**config.mk**
```make
export PLATFORM = sky130hd
export DESIGN_NAME = debounced_button_array
export DESIGN_NICKNAME = d
export VERILOG_FILES = /design/src/rtl/debounced_button_array.sv
export SDC_FILE = /design/constraint.sdc
export NUM_CORES = 1
export LEC_CHECK = 0
export BUFFER_PORTS_ARGS = -buffer_cell sky130_fd_sc_hd__buf_2
export CAP_MARGIN = 20
export CORE_ASPECT_RATIO = 0.7
export CORE_MARGIN = 2
export CORE_UTILIZATION = 65
export CTS_BUF_LIST = sky130_fd_sc_hd__clkbuf_4 sky130_fd_sc_hd__clkbuf_8
export CTS_CLUSTER_DIAMETER = 100
export CTS_CLUSTER_SIZE = 25
export DETAILED_ROUTE_END_ITERATION = 6
export HOLD_SLACK_MARGIN = 0.15
export PLACE_DENSITY = 0.86
export SLEW_MARGIN = 20
export SYNTH_ARGS = -nofsm -noshare
export SYNTH_HDL_FRONTEND = slang
export SYNTH_SLANG_ARGS = --single-unit
```
**constraint.sdc**
```tcl
create_clock -name clk -period 5.6 [get_ports clk]
set_input_delay 0.84 -clock clk [delete_from_list [all_inputs] [get_ports clk]]
set_output_delay 0.84 -clock clk [all_outputs]
set_load 0.01 [all_outputs]
```
**src/rtl/debounced_button_array.sv**
```systemverilog
// Multi-channel 2-flop synchroniser + dual-edge debouncer with level, rise/fall pulses.
// Define AUTO_REPEAT_EN to add hold-to-repeat pulses on rpt; otherwise rpt is tied low.
module debounced_button_array #(
  parameter int unsigned NUM_CH               = 4,
  parameter int unsigned DEBOUNCE_CYCLES      = 1_000_000,
  parameter int unsigned REPEAT_DELAY_CYCLES  = 50_000_000,
  parameter int unsigned REPEAT_PERIOD_CYCLES = 10_000_000
) (
  input  logic              clk,
  input  logic              rst_n,
  input  logic [NUM_CH-1:0] pin,
  output logic [NUM_CH-1:0] level,
  output logic [NUM_CH-1:0] rise,
  output logic [NUM_CH-1:0] fall,
  output logic [NUM_CH-1:0] rpt,
  output logic              any_rise
);

  function automatic int unsigned max_of(input int unsigned a, input int unsigned b);
    return (a > b) ? a : b;
  endfunction

`ifdef AUTO_REPEAT_EN
  localparam int unsigned MAX_CYC =
    max_of(max_of(DEBOUNCE_CYCLES, REPEAT_DELAY_CYCLES), REPEAT_PERIOD_CYCLES);
`else
  localparam int unsigned MAX_CYC = DEBOUNCE_CYCLES;
`endif
  localparam int unsigned CW = $clog2(MAX_CYC) + 1;
  localparam logic [CW-1:0] DB_LOAD = CW'(DEBOUNCE_CYCLES - 1);
`ifdef AUTO_REPEAT_EN
  localparam logic [CW-1:0] RD_LOAD = CW'(REPEAT_DELAY_CYCLES - 1);
  localparam logic [CW-1:0] RP_LOAD = CW'(REPEAT_PERIOD_CYCLES - 1);
`endif

  typedef enum logic [1:0] {
    S_LOW,
    S_RISE_WAIT,
    S_HIGH,
    S_FALL_WAIT
  } state_t;

  logic [NUM_CH-1:0] sync1;
  logic [NUM_CH-1:0] s;

  state_t            state     [NUM_CH];
  state_t            state_nxt [NUM_CH];
  logic [CW-1:0]     cnt       [NUM_CH];
  logic [CW-1:0]     cnt_nxt   [NUM_CH];
  logic [NUM_CH-1:0] level_nxt;
  logic [NUM_CH-1:0] rise_nxt;
  logic [NUM_CH-1:0] fall_nxt;
`ifdef AUTO_REPEAT_EN
  logic [CW-1:0]     rcnt      [NUM_CH];
  logic [CW-1:0]     rcnt_nxt  [NUM_CH];
  logic [NUM_CH-1:0] rpt_nxt;
`endif

  always_comb begin
    level_nxt = level;
    rise_nxt  = '0;
    fall_nxt  = '0;
`ifdef AUTO_REPEAT_EN
    rpt_nxt   = '0;
`endif
    for (int unsigned i = 0; i < NUM_CH; i++) begin
      state_nxt[i] = state[i];
      cnt_nxt[i]   = cnt[i];
`ifdef AUTO_REPEAT_EN
      rcnt_nxt[i]  = rcnt[i];
`endif
      case (state[i])
        S_LOW: begin
          if (s[i]) begin
            state_nxt[i] = S_RISE_WAIT;
            cnt_nxt[i]   = DB_LOAD;
          end
        end
        S_RISE_WAIT: begin
          if (!s[i]) begin
            state_nxt[i] = S_LOW;
          end else if (cnt[i] != '0) begin
            cnt_nxt[i] = cnt[i] - CW'(1);
          end else begin
            state_nxt[i] = S_HIGH;
            level_nxt[i] = 1'b1;
            rise_nxt[i]  = 1'b1;
`ifdef AUTO_REPEAT_EN
            rcnt_nxt[i]  = RD_LOAD;
`endif
          end
        end
        S_HIGH: begin
          // A release takes priority over a repeat falling due in the same cycle.
          if (!s[i]) begin
            state_nxt[i] = S_FALL_WAIT;
            cnt_nxt[i]   = DB_LOAD;
          end
`ifdef AUTO_REPEAT_EN
          else if (rcnt[i] == '0) begin
            rpt_nxt[i]  = 1'b1;
            rcnt_nxt[i] = RP_LOAD;
          end else begin
            rcnt_nxt[i] = rcnt[i] - CW'(1);
          end
`endif
        end
        S_FALL_WAIT: begin
          if (s[i]) begin
            state_nxt[i] = S_HIGH;
`ifdef AUTO_REPEAT_EN
            rcnt_nxt[i]  = RD_LOAD;
`endif
          end else if (cnt[i] != '0) begin
            cnt_nxt[i] = cnt[i] - CW'(1);
          end else begin
            state_nxt[i] = S_LOW;
            level_nxt[i] = 1'b0;
            fall_nxt[i]  = 1'b1;
          end
        end
        default: state_nxt[i] = S_LOW;
      endcase
    end
  end

  always_ff @(posedge clk) begin
    if (!rst_n) begin
      sync1    <= '0;
      s        <= '0;
      level    <= '0;
      rise     <= '0;
      fall     <= '0;
      any_rise <= 1'b0;
`ifdef AUTO_REPEAT_EN
      rpt      <= '0;
`endif
      for (int unsigned i = 0; i < NUM_CH; i++) begin
        state[i] <= S_LOW;
        cnt[i]   <= '0;
`ifdef AUTO_REPEAT_EN
        rcnt[i]  <= '0;
`endif
      end
    end else begin
      sync1    <= pin;
      s        <= sync1;
      level    <= level_nxt;
      rise     <= rise_nxt;
      fall     <= fall_nxt;
      any_rise <= |rise_nxt;
`ifdef AUTO_REPEAT_EN
      rpt      <= rpt_nxt;
`endif
      for (int unsigned i = 0; i < NUM_CH; i++) begin
        state[i] <= state_nxt[i];
        cnt[i]   <= cnt_nxt[i];
`ifdef AUTO_REPEAT_EN
        rcnt[i]  <= rcnt_nxt[i];
`endif
      end
    end
  end

`ifndef AUTO_REPEAT_EN
  assign rpt = '0;
`endif

endmodule
```
; Word level (Yosys, flattened, before mapping)
; Memory sizes are Yosys's and may differ from the RTL's.
; Index checks and enable logic that the tools add are counted.
[classes]
eq_ne = 28
n_reduce_logical = 21
bitwise_logic = 13
n_mux = 94
n_addsub = 4
[ops]
columns = operator, n
row1 = 21-bit 2-to-1 mux, 24
row2 = 21-bit case mux with 4 select lines, 4
row3 = 21-bit nonzero test, 4
row4 = 21-bit by 1-bit subtractor with 21-bit output (second input constant), 4
row5 = 2-bit 2-to-1 mux, 28
row6 = 2-bit inequality test (second input constant), 16
row7 = 2-bit case mux with 4 select lines, 4
row8 = 1-bit 2-to-1 mux, 30
row9 = 5-bit AND reduction, 4
row10 = 2-bit == test (second input constant), 8
row11 = 3-bit OR reduction, 4
row12 = 2-bit by 1-bit == test with 1-bit output (second input constant), 4
row13 = 2-bit zero test, 4
row14 = 1-bit OR, 8
row15 = 1-bit case mux with 2 select lines, 4
row16 = 2-bit nonzero test, 4
row17 = 1-bit inverter, 5
row18 = 4-bit OR reduction, 1
[word_totals]
register_bits = 21
ramBits = 92
mem_count = 2
[mem_list]
columns = memory, depth, width, rd, rd_clocked_by_memory_dff, write_ports, line
row1 = cnt, 4, 21, 4, 0, 4, 48  ; logic [CW-1:0] cnt [NUM_CH];
row2 = state, 4, 2, 4, 0, 4, 46  ; state_t state [NUM_CH];

; Logic depth before layout (Yosys ltp)
; Gate-level depths: netlist (run 1).
; An unclocked memory read counts as a cell.
[depth]
ltp_word = 6
depth_mapped = 8
ltp_nobuf = 7

; Worst setup path before layout (run 1)
; OpenSTA, ideal clock, no wires.
[synth_path]
path_kind = flip-flop to flip-flop
startpoint = reg (tool-made name)
endpoint = mem cnt[1][15] in the netlist's numbering
setup_slack_ns = 3.380
stages_incl_launch_ff = 9
arrival_time_ns = 2.150
n_path_buf = 1
setup_ns = 0.071
required_ns = 5.529
cell_sequence = dfxtp_1 -> inv_1 -> ha_1 -> or2_2 -> o211ai_1 -> nor3_1 -> buf_2 -> or4_1 -> a21oi_1
[synth_lines]
columns = item, line
row1 = "end, declared", 48

==> results of run 1 <==
registers in the layout, indices dropped and copies added, names as in the netlist, named ones only:
register  cells
rise          4
cnt          84
state         4
any_rise      1
s             4
sync1         4
fall          4
level         4
logic make-up (layout without fill, tap and decap cells):
group,count (synthesis),after routing,share of synthesized area
compound gates,184,184,0.221
xor+xnor,16,16,0.0235
fa+ha+maj,14,14,0.0294
buf+inv,60,75,0.0468
flops,113,113,0.379
mux,5,5,0.00839
other cells,1,4,0.000629
simple gates,281,281,0.291
metrics by stage:
| stage | total power [mW] | setup WS, ps | instances | instance area [um2] |
|---|---|---|---|---|
| 5_1_grt | 3.02 | 2780 | 816 | 6500 |
| 4_1_cts | 2.84 | 2960 | 816 | 6500 |
| 3_3_place_gp | 1.91 | 2650 | 784 | 6040 |
| 6_report | 2.86 | 2960 | 816 | 6500 |
| 3_5_place_dp | 1.96 | 2580 | 784 | 6040 |
| 2_1_floorplan | 1.78 | 3380 | 677 | 5980 |
power groups by stage:
stage | registers, mW | logic (mW) | clock network, mW
after floorplan | 1.01 | 0.764 | 0
after global placement | 1.03 | 0.878 | 0
after detailed placement | 1.04 | 0.916 | 0
after CTS | 1.03 | 0.925 | 0.882
after global routing | 1.05 | 1.05 | 0.915
final | 1.03 | 0.951 | 0.877
final timing paths:
| check | from | end | slack [ps] | cells past startpoint |
|---|---|---|---|---|
| setup / recovery | cnt[2][2] | cnt[2][9] | 2960 | 5 |
| setup reg to reg | cnt[2][2] | cnt[2][9] | 2960 | 5 |
| hold / removal | sync1[2] | s[2] | 440 | 1 |
| hold reg to reg | sync1[2] | s[2] | 440 | 1 |
routing by layer:
metal  up-vias  global-route usage  share of wire
met1      2606               0.387           0.45
met2       228               0.459           0.46
met3        26              0.0652          0.070
li1       2619                   -              -
met5         -                   0              0
met4         0               0.105          0.016
cell usage after synthesis, drive strengths merged (13+ instances only):
cell type / n / share of area
a21oi: 39 / 0.033
nand3: 17 / 0.015
o21ai: 26 / 0.022
dfxtp: 113 / 0.38
or3: 31 / 0.034
clkbuf: 13 / 0.0084
nand2: 37 / 0.023
buf: 22 / 0.022
nor3: 18 / 0.015
ha: 14 / 0.029
nor4: 27 / 0.044
or4: 36 / 0.046
o31ai: 31 / 0.041
a31oi: 28 / 0.029
inv: 24 / 0.015
nor2: 48 / 0.030
critical path, stage by stage, from the launching register on:
cell     delay, ps
dfxtp_1        380
nor4_4         470
nand4_4        250
o41ai_2        990
nor3_1         120
o31a_1         310
cell type report:
class | count | area, um2 | area share
Sequential cell | 113 | 2260 | 0.348
Timing Repair Buffer | 19 | 97.6 | 0.0150
Clock buffer | 21 | 277 | 0.0425
Inverter | 24 | 90.1 | 0.0139
Clock inverter | 11 | 179 | 0.0275
Tap cell | 124 | 155 | 0.0239
Multi-Input combinational cell | 504 | 3440 | 0.529
cells in the final DEF (no fill, tap or decap), types with 8 or more instances in the layout:
master / n
dfxtp_1: 113
nor2_1: 48
a21oi_1: 38
nand2_1: 37
or4_1: 34
o31ai_1: 30
or3_1: 29
a31oi_1: 28
o21ai_0: 26
inv_1: 24
nor4_1: 19
clkbuf_8: 19
buf_2: 18
nor3_1: 17
nand3_1: 16
ha_1: 14
xnor2_1: 12
and2_1: 9
nand4b_1: 8
nand2b_1: 8
o41ai_1: 8
==> results.md, run 1 <==
- Synth Register Bits: 113
- Buffers on Ports: 18
- Post-CTS sizing: 0
- Total iterations of the first detailed-routing run: 5
- Fmax: 379 MHz
- Clock Path Buffers: 2
- Period utilization: 0.471
- Final HPWL DP: 9.10 mm
- CP endpoint kind: flop
- Fin nets: 699
- Psw: 1.09 mW
- Post-CTS Hold Buffers: 0
- Floorplan row count: 29
- Diode count: 0
- LEAKAGE: 2.31 nW
- Post-layout min period: 2640 ps
- Mean Syn Cell Area: 8.85 um2
- DRT antenna net count: 0
- Initial Util: 0.663
- Asr flop ratio synth: 0
- Seq pwr share: 0.361
- Setup Buffers After CTS: 0
- Fraction of layout cells with a size suffix above 1: 0.126
- Register area share after synthesis: 0.379
- Internal: 1.77 mW
- Hold_ws: 438 ps
- Clock transition at path regs: 70 ps
- Status: finished clean
- WS Path Type: flop to flop
- Die width: 119 um
- Cell Area, Synth: 0.00597 mm2
- Switching Share: 0.382
- Synthesized instance count: 674
- First-pass GRT wire length: 23.5 mm
- Clock share of power: 0.307
- Worst-skew pair later-pin latency: 440 ps
- Peak VDD IR: 0.000328 V
- Initial DRC Count: 494
- # setup viols final: 0
- Yosys warning count: 0
- Pin count of the biggest net entering global routing: 38
- Comb power frac: 0.332
- Relative slew slack: 0.252
- RD Place Congestion: 0.880
- Prevailing post-synth register cell: dfxtp_1
- Wire per inst: 17.0 um
- RSZ-0062 raised after global routing: false
- Crit path launch type: flop
- Drt total wl: 13.9 mm
- Clk root buf: clkbuf_8
- Core Region: 0.00900 mm2
- Vias/cell: 6.71
- CTS tree: done
- Ports: 23
- Worst Path Arrival: 2960 ps
- Pwr Density: 440 mW/mm2
- Number of max-cap violations: 0
- Vias in the first global route: 4,983
- Area Growth Syn to Fin: 8.98%
- Library cells used by synthesis: 79
- Total track usage: 0.288
- H-tree Lvls: 4
- Worst-margin pin slew: 1120 ps
- Die H: 84.2 um
- Clock Skew: 14.5 ps
- Peak fanout along the critical path: 13
- GR Overflow Total: 0
- Via count: 5,479
- Die Area: 0.00997 mm2
- DRC: 0
- Fin. max-slew vios: 0
- CTS sink count: 113
- Post-synth EDFFs: 0
- Setup TNS: 0 ps
- Min-Delay Path Class: flop to flop
- Req. time, crit path: 5920 ps
- Hold Vio Cnt, Final: 0
- Final core occ: 0.722
- Antenna violations before repair: 0
- TritonCTS Buffers: 17
- Fill cells: 704
Note: power is estimated with default switching activity, not from simulation.
==> inputs of run 2 (changes only) <==
--- a/config.mk
+++ b/config.mk
@@ -5,6 +5,7 @@
 export SDC_FILE = /design/constraint.sdc
 export NUM_CORES = 1
 export LEC_CHECK = 0
+export ABC_AREA = 1
 export BUFFER_PORTS_ARGS = -buffer_cell sky130_fd_sc_hd__buf_2
 export CAP_MARGIN = 20
 export CORE_ASPECT_RATIO = 0.7
==> constraint.sdc (replaced) <==
create_clock -name clk -period 2.53 [get_ports clk]
set_input_delay 0.3795 -clock clk [delete_from_list [all_inputs] [get_ports clk]]
set_output_delay 0.3795 -clock clk [all_outputs]
set_load 0.01 [all_outputs]
==> results.md, run 2 <==
- Crit path cell chain: ha_1 -> inv_1 -> nand2_1 -> nand4_4 -> nand2_4 -> inv_4 -> nand3_1 -> a21oi_1
- Fin nets: 1,109
- Antenna violations before repair: 0
- Prevailing post-synth register cell: dfxtp_1
- Mean Syn Cell Area: 6.34 um2
- Fin worst setup slack: 590 ps
- Ports: 23
- Hold_ws: 174 ps
- Grt met2 use: 0.437
- Fill cells: 888
- Die width: 126 um
- Register area share after synthesis: 0.333
- CP endpoint kind: flop
- Clk root buf: clkbuf_8
- DRC: 0
- Synthesized instance count: 1,070
- Min-Delay Path Class: input port to flop
- GR Layer Usage met1: 0.400
- Wire per inst: 12.8 um
- Initial DRC Count: 629
- Inst Count DP: 1,199
- RD Place Congestion: 0.941
- Library cells used by synthesis: 44
- Clock Path Buffers: 2
- Hold Vio Cnt, Final: 0
- Cell Area, Synth: 0.00679 mm2
- GR Overflow Total: 0
- Pwr Density: 1160 mW/mm2
- CTS sink count: 113
- DP Worst Slack: 625 ps
- Vias in the first global route: 5,645
- Share of the synthesized area in the top cell type: 0.333
- Most common cell in the netlist: nand2_1
- Buffers on Ports: 18
- Yosys warning count: 0
- Number of max-cap violations: 0
- Vias/cell: 5.48
- CTS tree: done
- Synth area leader: dfxtp_1
- Most frequent cells in the layout: nand2_1, nor2_1, dfxtp_1, inv_1, nand3_1
- Crit path launch type: flop
- DRT antenna net count: 0
- Final core occ: 0.713
- Fmax: 515 MHz
- Finished Cell Area: 0.00730 mm2
- Die Area: 0.0113 mm2
- # setup viols final: 0
- Layout Cells excl Fill: 1,231
- Area Growth Syn to Fin: 7.54%
- Die H: 89.5 um
- WS Path Type: flop to flop
- Period utilization: 0.767
- Setup TNS: 0 ps
- Post-synth EDFFs: 0
- Fin. max-slew vios: 0
- Total track usage: 0.286
- Largest register FFs: 84
- Req. time, crit path: 2900 ps
- Total iterations of the first detailed-routing run: 6
- Top cells by area, synth: dfxtp_1, nand2_1, nor2_1
- Pin count of the biggest net entering global routing: 28
- Via count: 6,740
- Post-synth top cells: nand2_1, nor2_1, dfxtp_1
- First-pass GRT wire length: 26.2 mm
- TritonCTS Buffers: 17
- Most Crowded Layer GR: met2
- CP bufs+invs: 2
- Total power: 8.45 mW
- Clock Skew: 10.4 ps
- Peak VDD IR: 0.000534 V
- Post-layout min period: 1940 ps
- Post-CTS sizing: 0
- LEAKAGE: 3.39 nW
- Met3 usage: 0.0610
- CP top delay family: simple AND/OR/NAND/NOR gates
- Post-DP Area: 0.00688 mm2
- Final HPWL DP: 10.8 mm
- Floorplan row count: 31
- Worst-skew pair later-pin latency: 440 ps
- Synth Register Bits: 113
- Slowest cell delay on critical path: 350 ps
- Status: finished clean
- Worst Path Arrival: 2310 ps
- Initial Util: 0.663
- Core Region: 0.0102 mm2
- Largest reg by FF count: cnt
- Clock transition at path regs: 70 ps
- Diode count: 0
- Fraction of layout cells with a size suffix above 1: 0.104
- Max stage delay cell, worst path: dfxtp_1
- R2R Setup Slk: 590 ps
- RSZ-0062 raised after global routing: false
- Drt total wl: 15.8 mm
- Peak fanout along the critical path: 22
- H-tree Lvls: 4
- Asr flop ratio synth: 0
- Most common cell after layout, fill and taps aside: nand2_1
run 2: changes by cell type in the layout (fill, tap and decap cells not counted), moves of 24 or more:
cell,before,now
nand3_1,16,85
inv_1,24,105
o31ai_1,30,6
or4_1,34,0
nand2_1,37,313
or3_1,29,0
a21oi_1,38,73
a31oi_1,28,2
nor2_1,48,194
run 2: per-layer routing:
layer  vias to the layer above  part of all wire
met5                         -                 0
met1                      3038              0.49
met4                         0             0.014
met3                        26             0.068
li1                       3423                 -
met2                       253              0.42
run 2: area by class of cell:
| class | instances | area [um2] | share of cell area |
|---|---|---|---|
| clock buffer | 23 | 310 | 0.0425 |
| sequential | 113 | 2260 | 0.310 |
| inverter | 111 | 424 | 0.0581 |
| multi-input combinational | 817 | 3880 | 0.531 |
| timing repair buffer | 29 | 180 | 0.0247 |
| tap | 132 | 165 | 0.0226 |
| clock inverter | 6 | 80.1 | 0.0110 |
run 2: logic make-up (layout without fill, tap and decap cells):
kind of cell               after synthesis  count (layout)  synth area share
and+or+nand+nor                        678             678             0.438
buffers and inverters                  143             169            0.0971
DFF                                    113             113             0.333
AOI/OAI and AO/OA                      111             111            0.0927
adders and majority gates               14              14            0.0258
xor gates and xnor gates                10              10            0.0129
other                                    1               4          0.000552
run 2: worst paths after layout:
path                                  start        end  cells after the start
worst max-delay path            state[3][0]  cnt[3][8]                      8
worst max register to register  state[3][0]  cnt[3][8]                      8
worst min register to register     sync1[3]       s[3]                      2
worst min-delay path                 pin[3]   sync1[3]                      3
run 2: repair_timing:
action                                 4_1_cts  5_1_grt
hold buffers                                 3        0
buffers inserted                             0        0
setup endpoints to repair                    0        0
endpoints found under the hold margin        3        0
run 2: report_power, final:
group	switching, mW	total (mW)	internal (mW)
registers	0.297	2.34	2.05
clock network	0.717	1.71	0.994
logic	2.90	4.39	1.49
total	3.91	8.45	4.53
run 2: tightest hold or removal path, delay by kind of cell:
family / cells / cell delay (ps)
buf+inv: 2 / 130
simple gates: 1 / 70
==> inputs of run 3 (changes only) <==
--- a/config.mk
+++ b/config.mk
@@ -5,18 +5,18 @@
 export SDC_FILE = /design/constraint.sdc
 export NUM_CORES = 1
 export LEC_CHECK = 0
-export ABC_AREA = 1
+export ABC_AREA = 0
 export BUFFER_PORTS_ARGS = -buffer_cell sky130_fd_sc_hd__buf_2
 export CAP_MARGIN = 20
 export CORE_ASPECT_RATIO = 0.7
 export CORE_MARGIN = 2
-export CORE_UTILIZATION = 65
+export CORE_UTILIZATION = 64
 export CTS_BUF_LIST = sky130_fd_sc_hd__clkbuf_4 sky130_fd_sc_hd__clkbuf_8
 export CTS_CLUSTER_DIAMETER = 100
 export CTS_CLUSTER_SIZE = 25
 export DETAILED_ROUTE_END_ITERATION = 6
 export HOLD_SLACK_MARGIN = 0.15
-export PLACE_DENSITY = 0.86
+export PLACE_DENSITY = 0.85
 export SLEW_MARGIN = 20
 export SYNTH_ARGS = -nofsm -noshare
 export SYNTH_HDL_FRONTEND = slang
==> constraint.sdc (replaced) <==
create_clock -name clk -period 1.85 [get_ports clk]
set_input_delay 0.2775 -clock clk [delete_from_list [all_inputs] [get_ports clk]]
set_output_delay 0.2775 -clock clk [all_outputs]
set_load 0.01 [all_outputs]
==> results.md, run 3 <==
- Status: stopped before the end
- Exit stage: clock tree synthesis
- Log Error: [ERROR DPL-0038] Utilization greater than 100%, impossible to legalize
- Final HPWL DP: 12.3 mm
- Initial Util: 0.658
- Floorplan row count: 29
- Register area share after synthesis: 0.379
- Asr flop ratio synth: 0
- Die width: 119 um
- Mux contribution to synthesized area: 0.00839
- Post-synth EDFFs: 0
- Prevailing post-synth register cell: dfxtp_1
- Library cells used by synthesis: 79
- Setup Buffers After CTS: 61
- RD Place Congestion: 0.889
- H-tree Lvls: 4
- Simple-Gate Fraction of Synth Area: 0.291
- Clock Path Buffers: 2
- Post-CTS Hold Buffers: 4
- CTS sink count: 113
- Post-CTS sizing: 193
- Compound-Gate Fraction of Synth Area: 0.221
- Cell Area, Synth: 0.00597 mm2
- Post-DP Area: 0.00758 mm2
- Largest family of logic cells by synthesized area: simple AND/OR/NAND/NOR gates
- Post-synth top cells: dfxtp_1, nor2_1, a21oi_1
- Top cells by area, synth: dfxtp_1, or4_1, o31ai_1
- Buffers on Ports: 18
- Yosys warning count: 0
- Ports: 23
- Post-Synth XOR/XNOR Area: 0.0235
- Die H: 84.8 um
- Mean Syn Cell Area: 8.85 um2
- Adder and majority gate portion of the synthesized area: 0.0294
- Clk root buf: clkbuf_8
- Share of the synthesized area in the top cell type: 0.379
- Synth area leader: dfxtp_1
- Synth Register Bits: 113
- TritonCTS Buffers: 17
- Most common cell in the netlist: dfxtp_1
- Synthesized instance count: 674
-- run 3: cell families after synthesis --
logic type	count (synthesis)
and+or+nand+nor	281
xor gates and xnor gates	16
adders and majority gates	14
muxes	5
DFF	113
AOI/OAI and AO/OA	184
buffers and inverters	60
other	1
-- run 3: metrics by stage --
step           setup TNS [ps]  hold slack, ps  setup WS [ps]  std cells
3_5_place_dp           -13100             428           -352        948
2_1_floorplan           -2720             405           -172        677
3_3_place_gp            -6560             415           -256        948
==> inputs of run 4 (changes only) <==
==> config.mk (replaced) <==
export PLATFORM = sky130hd
export DESIGN_NAME = debounced_button_array
export DESIGN_NICKNAME = d
export VERILOG_FILES = /design/src/rtl/debounced_button_array.sv
export SDC_FILE = /design/constraint.sdc
export NUM_CORES = 1
export LEC_CHECK = 0
export ABC_AREA = 0
export BUFFER_PORTS_ARGS = -buffer_cell sky130_fd_sc_hd__buf_2
export CAP_MARGIN = 20
export CORE_MARGIN = 2
export CORE_UTILIZATION = 40
export DETAILED_ROUTE_END_ITERATION = 6
export PLACE_DENSITY_LB_ADDON = 0.15
export SLEW_MARGIN = 20
export SYNTH_ARGS = -nofsm -noshare
export SYNTH_HDL_FRONTEND = slang
export SYNTH_SLANG_ARGS = --single-unit
==> results.md, run 4 (synthesis gave the netlist of run 1 again) <==
- Drt total wl: 18.9 mm
- Worst path most repeated cell: buf_4
- Fin worst setup slack: -257 ps
- # setup viols final: 66
- Floorplan row count: 44
- Post-CTS Hold Buffers: 0
- Met3 usage: 0.0404
- Pin count of the biggest net entering global routing: 30
- Most frequent cells in the layout: buf_4, dfxtp_1, nor2_1, nand2_1, o31ai_1
- Number of max-cap violations: 0
- TritonCTS Buffers: 17
- Setup TNS: -6350 ps
- Initial Util: 0.410
- Most Crowded Layer GR: met2
- Die H: 126 um
- Min-Delay Path Class: input port to flop
- Die Area: 0.0159 mm2
- Period utilization: 1.14
- Fmax: 475 MHz
- Clock Path Buffers: 2
- Worst Path Arrival: 2400 ps
- Relative slew slack: 0.624
- Via count: 6,422
- Peak fanout along the critical path: 5
- GR Overflow Total: 0
- Finished Cell Area: 0.00958 mm2
- Fraction of layout cells with a size suffix above 1: 0.502
- Worst-margin pin slew: 563 ps
- Peak VDD IR: 0.000747 V
- Max stage delay cell, worst path: dfxtp_4
- DRC: 0
- RSZ-0062 raised after global routing: true
- Fin. max-slew vios: 0
- Failing checks: negative setup slack
- Buffers on Ports: 18
- Diode count: 0
- Ports: 23
- Wire per inst: 17.1 um
- Crit path launch type: flop
- Crit path cell chain: inv_4 -> ha_4 -> xnor2_4 -> o211ai_1 -> buf_4 -> buf_4 -> o311ai_4 -> buf_4 -> xor2_1 -> a21oi_1
- WS Path Type: flop to flop
- CTS tree: done
- Hold_ws: 62.2 ps
- Hold Vio Cnt, Final: 0
- Pwr Density: 1320 mW/mm2
- DRT antenna net count: 0
- Largest register FFs: 84
- Total track usage: 0.225
- Total iterations of the first detailed-routing run: 5
- Clock Skew: 7.57 ps
- Post-layout min period: 2110 ps
- Worst-skew pair later-pin latency: 420 ps
- Area Growth Syn to Fin: 60.6%
- Final core occ: 0.659
- Die width: 126 um
- H-tree Lvls: 4
- Fin nets: 930
- Status: finished with violations
- LEAKAGE: 3.74 nW
- RD Place Congestion: 0.866
- First-pass GRT wire length: 29.5 mm
- Vias/cell: 5.81
- Grt met2 use: 0.379
- CP endpoint kind: flop
- Largest reg by FF count: cnt
- Antenna violations before repair: 0
- Core Region: 0.0145 mm2
- Post-DP Area: 0.00776 mm2
- Slowest cell delay on critical path: 390 ps
- CTS sink count: 113
- GR Layer Usage met1: 0.286
- Vias in the first global route: 6,177
- Total power: 12.7 mW
- Fill cells: 1,136
- Initial DRC Count: 340
- Final HPWL DP: 11.7 mm
- Clk root buf: clkbuf_16
- Most common cell after layout, fill and taps aside: buf_4
- Clock transition at path regs: 50 ps
- Req. time, crit path: 2140 ps
run 4: final cells by class:
type / instances / area [um2] / area share
clock buffers: 27 / 523 / 0.0546
clock inverters: 4 / 95.1 / 0.00993
inverters: 24 / 100 / 0.0104
multi-input cells: 506 / 4360 / 0.455
flip-flops and latches: 113 / 2310 / 0.241
well taps: 184 / 230 / 0.0240
repair buffers: 248 / 1960 / 0.205
run 4: repair_timing:
item / 4_1_cts / 5_1_grt
pin swaps: 66 / 77
buffers inserted: 31 / 21
resized for setup: 89 / 105
cloned: 2 / 1
setup endpoints to repair: 94 / 91
run 4: final timing paths:
kind | from | to | slack (ps) | cells after the start
max | state[1][0] | cnt[1][2] | -260 | 10
min | pin[3] | sync1[3] | 60 | 2
max reg2reg | state[1][0] | cnt[1][2] | -260 | 10
min reg2reg | sync1[3] | s[3] | 440 | 1
run 4: per-layer routing:
| metal | vias up | share of wire |
|---|---|---|
| met1 | 3152 | 0.45 |
| met3 | 42 | 0.030 |
| met5 | - | 0 |
| met4 | 0 | 0.021 |
| met2 | 129 | 0.50 |
| li1 | 3099 | - |
run 4: power by group:
group | switching (mW) | internal (mW) | total (mW)
Sequential | 0.314 | 2.78 | 3.09
Clock | 1.14 | 2.32 | 3.46
Combinational | 3.08 | 3.03 | 6.11
run 4: critical path: cells and delay by family (launching register included):
kind / cells / cell delay [ps]
xor gates and xnor gates: 2 / 360
buffers and inverters: 4 / 540
adders and majority gates: 1 / 170
DFF: 1 / 390
AOI/OAI and AO/OA: 3 / 500
run 4: stage by stage:
| stage | std cells | worst slack, ps |
|---|---|---|
| 3_3_place_gp | 1024 | -342 |
| 2_1_floorplan | 677 | -172 |
| 4_1_cts | 1086 | -261 |
| 6_report | 1106 | -257 |
| 5_1_grt | 1106 | -359 |
| 3_5_place_dp | 1024 | -348 |
